### src/rtl/csa_resolve_seq.sv
// Sequential carry-save resolver: turns a (sum, carry) pair into a plain binary result,
// propagating carries BLOCK_SIZE bits per clock, LSB block first.
module csa_resolve_seq #(
  parameter int unsigned WIDTH      = 8,
  parameter int unsigned BLOCK_SIZE = 4
) (
  input  logic             clk,
  input  logic             rst_n,
  input  logic             in_valid,
  output logic             in_ready,
  input  logic [WIDTH-1:0] in_z,
  input  logic [WIDTH-1:0] in_carry,
  output logic             out_valid,
  input  logic             out_ready,
  output logic [WIDTH-1:0] out_res,
  output logic [1:0]       out_hi,
  output logic             busy
);

  localparam int unsigned NBLK = WIDTH / BLOCK_SIZE;
  localparam int unsigned CntW = (NBLK > 1) ? $clog2(NBLK) : 1;
  localparam int unsigned SumW = BLOCK_SIZE + 1;

  typedef enum logic [1:0] {StIdle, StBusy, StDone} state_e;

  state_e           state_q, state_d;
  logic [WIDTH-1:0] z_q, z_d;
  logic [WIDTH-1:0] c_q, c_d;
  logic [WIDTH-1:0] res_q, res_d;
  logic [1:0]       hi_q, hi_d;
  logic             bc_q, bc_d;
  logic             top_q, top_d;
  logic [CntW-1:0]  cnt_q, cnt_d;

  logic [SumW-1:0]  blk_sum;
  logic [WIDTH-1:0] blk_ext;

  always_comb begin
    state_d = state_q;
    z_d     = z_q;
    c_d     = c_q;
    res_d   = res_q;
    hi_d    = hi_q;
    bc_d    = bc_q;
    top_d   = top_q;
    cnt_d   = cnt_q;

    blk_sum = SumW'(z_q[BLOCK_SIZE-1:0]) + SumW'(c_q[BLOCK_SIZE-1:0]) + SumW'(bc_q);
    blk_ext = WIDTH'(blk_sum[BLOCK_SIZE-1:0]);

    unique case (state_q)
      StIdle: begin
        if (in_valid) begin
          z_d     = in_z;
          // Carry vector is pre-aligned to weight 2^i; its MSB falls off and is kept apart.
          c_d     = in_carry << 1;
          top_d   = in_carry[WIDTH-1];
          bc_d    = 1'b0;
          cnt_d   = '0;
          state_d = StBusy;
        end
      end
      StBusy: begin
        res_d = (res_q >> BLOCK_SIZE) | (blk_ext << (WIDTH - BLOCK_SIZE));
        bc_d  = blk_sum[BLOCK_SIZE];
        z_d   = z_q >> BLOCK_SIZE;
        c_d   = c_q >> BLOCK_SIZE;
        cnt_d = cnt_q + CntW'(1);
        if (cnt_q == CntW'(NBLK - 1)) begin
          hi_d    = 2'(blk_sum[BLOCK_SIZE]) + 2'(top_q);
          state_d = StDone;
        end
      end
      StDone: begin
        if (out_ready) state_d = StIdle;
      end
      default: state_d = StIdle;
    endcase
  end

  always_ff @(posedge clk or negedge rst_n) begin
    if (!rst_n) begin
      state_q <= StIdle;
      z_q     <= '0;
      c_q     <= '0;
      res_q   <= '0;
      hi_q    <= '0;
      bc_q    <= 1'b0;
      top_q   <= 1'b0;
      cnt_q   <= '0;
    end else begin
      state_q <= state_d;
      z_q     <= z_d;
      c_q     <= c_d;
      res_q   <= res_d;
      hi_q    <= hi_d;
      bc_q    <= bc_d;
      top_q   <= top_d;
      cnt_q   <= cnt_d;
    end
  end

  assign in_ready  = (state_q == StIdle);
  assign busy      = (state_q == StBusy);
  assign out_valid = (state_q == StDone);
  assign out_res   = res_q;
  assign out_hi    = hi_q;

endmodule

### config.mk
export PLATFORM = sky130hd
export DESIGN_NAME = csa_resolve_seq
export DESIGN_NICKNAME = d
export VERILOG_FILES = /design/src/rtl/csa_resolve_seq.sv
export SDC_FILE = /design/constraint.sdc
export NUM_CORES = 1
export LEC_CHECK = 0
export CORE_MARGIN = 2
export CORE_UTILIZATION = 45
export CTS_BUF_LIST = sky130_fd_sc_hd__clkbuf_4 sky130_fd_sc_hd__clkbuf_8
export CTS_CLUSTER_DIAMETER = 50
export CTS_CLUSTER_SIZE = 16
export DETAILED_ROUTE_END_ITERATION = 16
export PLACE_DENSITY = 0.72
export SETUP_SLACK_MARGIN = 0.5
export SLEW_MARGIN = 40
export SYNTH_ARGS = -nofsm -noshare
export SYNTH_HDL_FRONTEND = slang
export SYNTH_SLANG_ARGS = --single-unit
### constraint.sdc
create_clock -name clk -period 2.84 [get_ports clk]
set_input_delay 0.568 -clock clk [delete_from_list [all_inputs] [get_ports clk]]
set_output_delay 0.568 -clock clk [all_outputs]
set_load 0.005 [all_outputs]
-- Word level (Yosys, flattened, before mapping)
Cells that the tools add are included.
- bits in registers: 31
- output and inout bits: 13
- equal/unequal tests: 5
- mux-type cells: 11
- bitwise operators: 1
- reductions and logical operators: 6
- add/sub/neg operators: 4
- operators by type and width (operator ; count):
    8-bit one-hot mux with 2 select lines ; 2
    8-bit 2-to-1 mux ; 2
    4-bit by 8-bit OR with 8-bit output ; 1
    2-bit 2-to-1 mux ; 3
    2-bit one-hot mux with 3 select lines ; 1
    2-bit AND reduction ; 3
    4-bit by 4-bit adder with 5-bit output ; 1
    5-bit by 1-bit adder with 5-bit output ; 1
    2-bit by 1-bit inequality test with 1-bit output (second input constant) ; 2
    1-bit one-hot mux with 2 select lines ; 2
    3-bit AND reduction ; 1
    1-bit by 1-bit adder with 2-bit output ; 1
    2-bit by 1-bit == test with 1-bit output (second input constant) ; 1
    2-bit == test (second input constant) ; 1
    2-bit logical NOT ; 1
    2-bit inequality test (second input constant) ; 1
    2-bit nonzero test ; 1
    1-bit adder (second input constant) ; 1
    1-bit 2-to-1 mux ; 1

-- Logic depth before layout (Yosys ltp)
- depth in word-level cells: 3
- depth in mapped cells: 8

-- Least setup slack after synthesis
OpenSTA, ideal clock, no wires.
- kind: reg-to-reg
- start: reg z_q[0]
- end: reg hi_q[0], in the netlist out_hi[0]
- cell stages (with the launch flop): 9
- data arrival time: 1.869 ns
- clock period less this slack: 1.994 ns
- setup slack: 0.846 ns
- buffers on the path: 0
- cell sequence: dfrtp_1 fa_1 inv_1 fa_1 nor2b_1 o21ai_0 nand2b_1 ha_1 mux2_2
- cells in the longest elaborated chain, start to end: 3
- RTL lines (item ; line ; text):
    start: declaration ; 27 ; logic [WIDTH-1:0] z_q, z_d;
    start signal: assignment ; 93 ; z_q <= z_d;
    4-bit by 4-bit adder with 5-bit output ; 48 ; blk_sum = SumW'(z_q[BLOCK_SIZE-1:0]) + SumW'(c_q[BLOCK_SIZE-1:0]) + SumW'(bc_q);
    5-bit by 1-bit adder with 5-bit output ; 48 ;
    1-bit by 1-bit adder with 2-bit output ; 70 ; hi_d = 2'(blk_sum[BLOCK_SIZE]) + 2'(top_q);
    end signal: assignment ; 96 ; hi_q <= hi_d;
    end: declaration ; 30 ; logic [1:0] hi_q, hi_d;
No other way between the ends.
A chain may end at the register's enable or synchronous reset.

-- Worst setup path after layout
- start: reg state_q[1]
- end: out busy
- cells in the longest elaborated chain, start to end: 1
- RTL lines (item ; line ; text):
    start: declaration ; 26 ; state_e state_q, state_d;
    start signal: assignment ; 83 ; state_q <= StIdle;
    start signal: assignment ; 92 ; state_q <= state_d;
    2-bit by 1-bit == test with 1-bit output ; 104 ; assign busy = (state_q == StBusy);
    end: declaration ; 17 ; output logic busy
No other way between the ends.

==> run metrics <==
met1 Track Usage GR=0.202; XOR/XNOR share of the synthesized area=0.00585; Max Fclk=~440 MHz; most instantiated library cell after synthesis=nand2_1; period utilization=0.793; Mean Syn Cell Area=between 9 and 10 sq um; CP max stage delay=0.52 ns; WP data required=approximately 2.3 ns; final hold vios=0; initial core utilization=0.483; top cells by count, synth=54 x nand2_1, 31 x dfrtp_1, 12 x nand3_1; Core Region=around 0.0031 sq mm; die area=around 0.0038 sq mm; worst clock skew=0.00632 ns; register share of total power=0.394; asr flop ratio synth=1.00; worst slew margin relative to its limit=0.508; critical setup path kind=register to output pin; Top Family by Delay on Critical Path=buffers and inverters; clock latency at the later pin of the worst-skew pair=roughly 0.33 ns; share of layout cells above drive strength 1=0.134; DR DRC count=0; largest net degree at the start of global routing=32; RSZ-0062 raised after global routing=false; peak supply drop=roughly 0.00054 V; Compound-Gate Fraction of Synth Area=0.0568; simple-gate share of the synthesized area=0.282; vias per cell=approximately 5.0; Static Leakage=~0.89 nW; Post-Synth Adder-Cell Area=0.0602; HP Start=out_res[3]$_DFFE_PN0N_; CTS sink cnt=31; area leader, netlist=dfrtp_1; worst hold stages=2; H-tree lvl count=2; Cell Area, Synth=0.00150 sq mm; crit start category=register; drt initial violations=slightly below 60; Die Width=between 60 and 70 um; Finished Layout Cells=231; Hold Crit Class=register to register; WL final=~2800 um; RR Startpoint=z_q[0]$_DFFE_PN0P_; multi-input logic area=~630 sq um; combinational power share=0.475; Critical path origin=state_q[1]$_DFFE_PN0P_; CP bufs+invs=2; crit path capture type=output pin; flops & latches, synth=31; Yosys top cell area share=0.518; CTS root buf=clkbuf_4; post-synth cell types=26; sw power=roughly 0.80 mW; main combinational cell family by area after synthesis=simple AND/OR/NAND/NOR gates; CTS tree=yes; Detail Route Antenna Nets=0; GP Congestion=between 0.7 and 0.8; Endpoint, Worst Hold=out_res[3]$_DFFE_PN0N_; first-pass GRT wire length=between 4000 and 5000 um; Worst Path Arrival=between 1.5 and 2 ns; routed via count=1,149; Final Setup Violations=0; CP max-delay cell=clkdlybuf4s50_1; Pre-antenna DRT Iters=4; post-synthesis sequential area ratio=0.518; Slew @ Worst Pin=0.739 ns; Pwr per Cell Area=about 1100 mW/mm^2; status=completed; Cell Int Power=about 1.2 mW; overall routing resource usage=0.167; Worst R2R Path Depth=8; FILL cells=about 280; most used routing layer=met2; HPWL Detailed=~2000 um; maxcap violations=0; largest driver fanout on the critical path=18; Reg-to-Reg End=out_hi[0]$_DFFE_PN0P_; Clk pwr share=0.131; met2 Use GR=0.274; synthesized instance count=151; reg-to-reg slack, setup=around 0.67 ns; TritonCTS Buffers=5; Avg WL per Cell=~12 um; setup TNS=0 ns; antenna diode count=0; synthesis-to-finish area growth=26.1%; min Tclk post-route=approximately 2.3 ns; port buffer count=32; vias in the first global route=1,049; initial antenna violation count=0; Final Max Tran Viols=0; clk buf depth=2; Die Y=between 60 and 70 um; warning count from the yosys run=0; mux contribution to synthesized area=0.0150; ranking of synthesized cells by area=dfrtp_1 52%, nand2_1 14%, nand3_2 5.3%; Final #Nets=between 200 and 250; critical path, cell by cell=nand2b_1, clkinv_4, clkdlybuf4s50_1; CTS clk-pin slew, worst paths=about 0.09 ns; I/O pin count=33; placed insts=~220; number of setup buffers added after CTS=0; Synth Net Count=about 180; Overflow after GRT=0; FF+latch area=777 sq um; Core Rows=20; EDFF count, synth=0; ys flop type=dfrtp_1; GR Util met3=0.0683; Switching Fraction=0.396
[worst max path at each step]
stage,endpoint,cells after the start,slack (ns)
after global placement,bc_q$_DFFE_PN0P_,4,0.72
final,busy,3,0.59
after global routing,busy,3,0.51
after detailed placement,bc_q$_DFFE_PN0P_,4,0.65
after CTS,busy,3,0.50
after floorplan,out_hi[0]$_DFFE_PN0P_,8,0.85
[power groups by stage]
stage	logic (mW)	clock network (mW)	registers [mW]
after floorplan	0.674	0	0.782
after global placement	0.934	0	0.795
after detailed placement	0.964	0	0.805
after CTS	0.974	0.271	0.797
after global routing	1.09	0.294	0.824
final	0.961	0.265	0.798
[area by class of cell]
type,instances,share of cell area
clock inverter,1,0.00265
timing repair buffer,35,0.181
sequential,31,0.411
clock buffer,7,0.0278
multi-input combinational,107,0.333
tap,44,0.0291
inverter,6,0.0146
[timing repair]
action | in CTS | in global routing
hold buffers | 0 | 0
resized for setup | 1 | 2
endpoints found under the setup margin | 1 | 1
[placed cells by master (no fill, tap or decap)]
cell type	count
a221oi_2	1
nor3b_2	1
or3_1	1
clkbuf_4	7
nand2b_1	3
or3b_1	1
nor4bb_1	2
dfrtp_2	1
nand3_1	12
clkinv_2	1
mux2_2	2
nor2b_1	1
inv_1	5
o311ai_0	2
dfrtp_1	30
a21oi_1	3
nand3_2	8
clkdlybuf4s50_1	32
clkinv_4	1
buf_4	3
o211ai_1	1
nor2_1	2
fa_1	2
nand2_1	54
o21ai_0	6
xor2_1	1
ha_1	4
[metrics by stage]
step / worst slack, ns / hold WS (ns) / util / area (sq um) / total power, mW
after floorplan: 0.846 / 0.272 / - / 1500 / 1.46
after global placement: 0.716 / 0.456 / 0.588 / 1830 / 1.73
after detailed placement: 0.647 / 0.461 / 0.588 / 1830 / 1.77
after CTS: 0.504 / 0.483 / 0.608 / 1890 / 2.04
final: 0.588 / 0.476 / 0.609 / 1890 / 2.02
after global routing: 0.508 / 0.535 / 0.609 / 1890 / 2.21
[worst reg2reg max path: cells and delay by family, from the launching register on]
family	cells	cell delay (ns)
mux	1	0.26
flops	1	0.41
compound gates	1	0.24
simple gates	2	0.15
fa+ha+maj	3	0.93
buf+inv	1	0.09
[cells by family (layout without fill, tap and decap cells)]
family                   Yosys count  in the layout
AND/OR/NAND/NOR                   85             85
XOR/XNOR                           1              1
flip-flops                        31             31
adder cells (fa/ha/maj)            6              6
buffers and inverters             13             49
multiplexers                       2              2
AO/OA/AOI/OAI                     13             13
[state kept, by name, summed over array words and instances, names as in the netlist]
name and cells:
top_q 1, state_q 2, bc_q 1, out_res 8, c_q 8, cnt_q 1, out_hi 2, z_q 8
[per-layer routing]
metal,share of wire,up-vias
met2,0.51,32
met5,0,-
met4,0.0060,0
met1,0.43,548
li1,-,567
met3,0.054,2
Note: power is estimated with default switching activity, not from simulation.
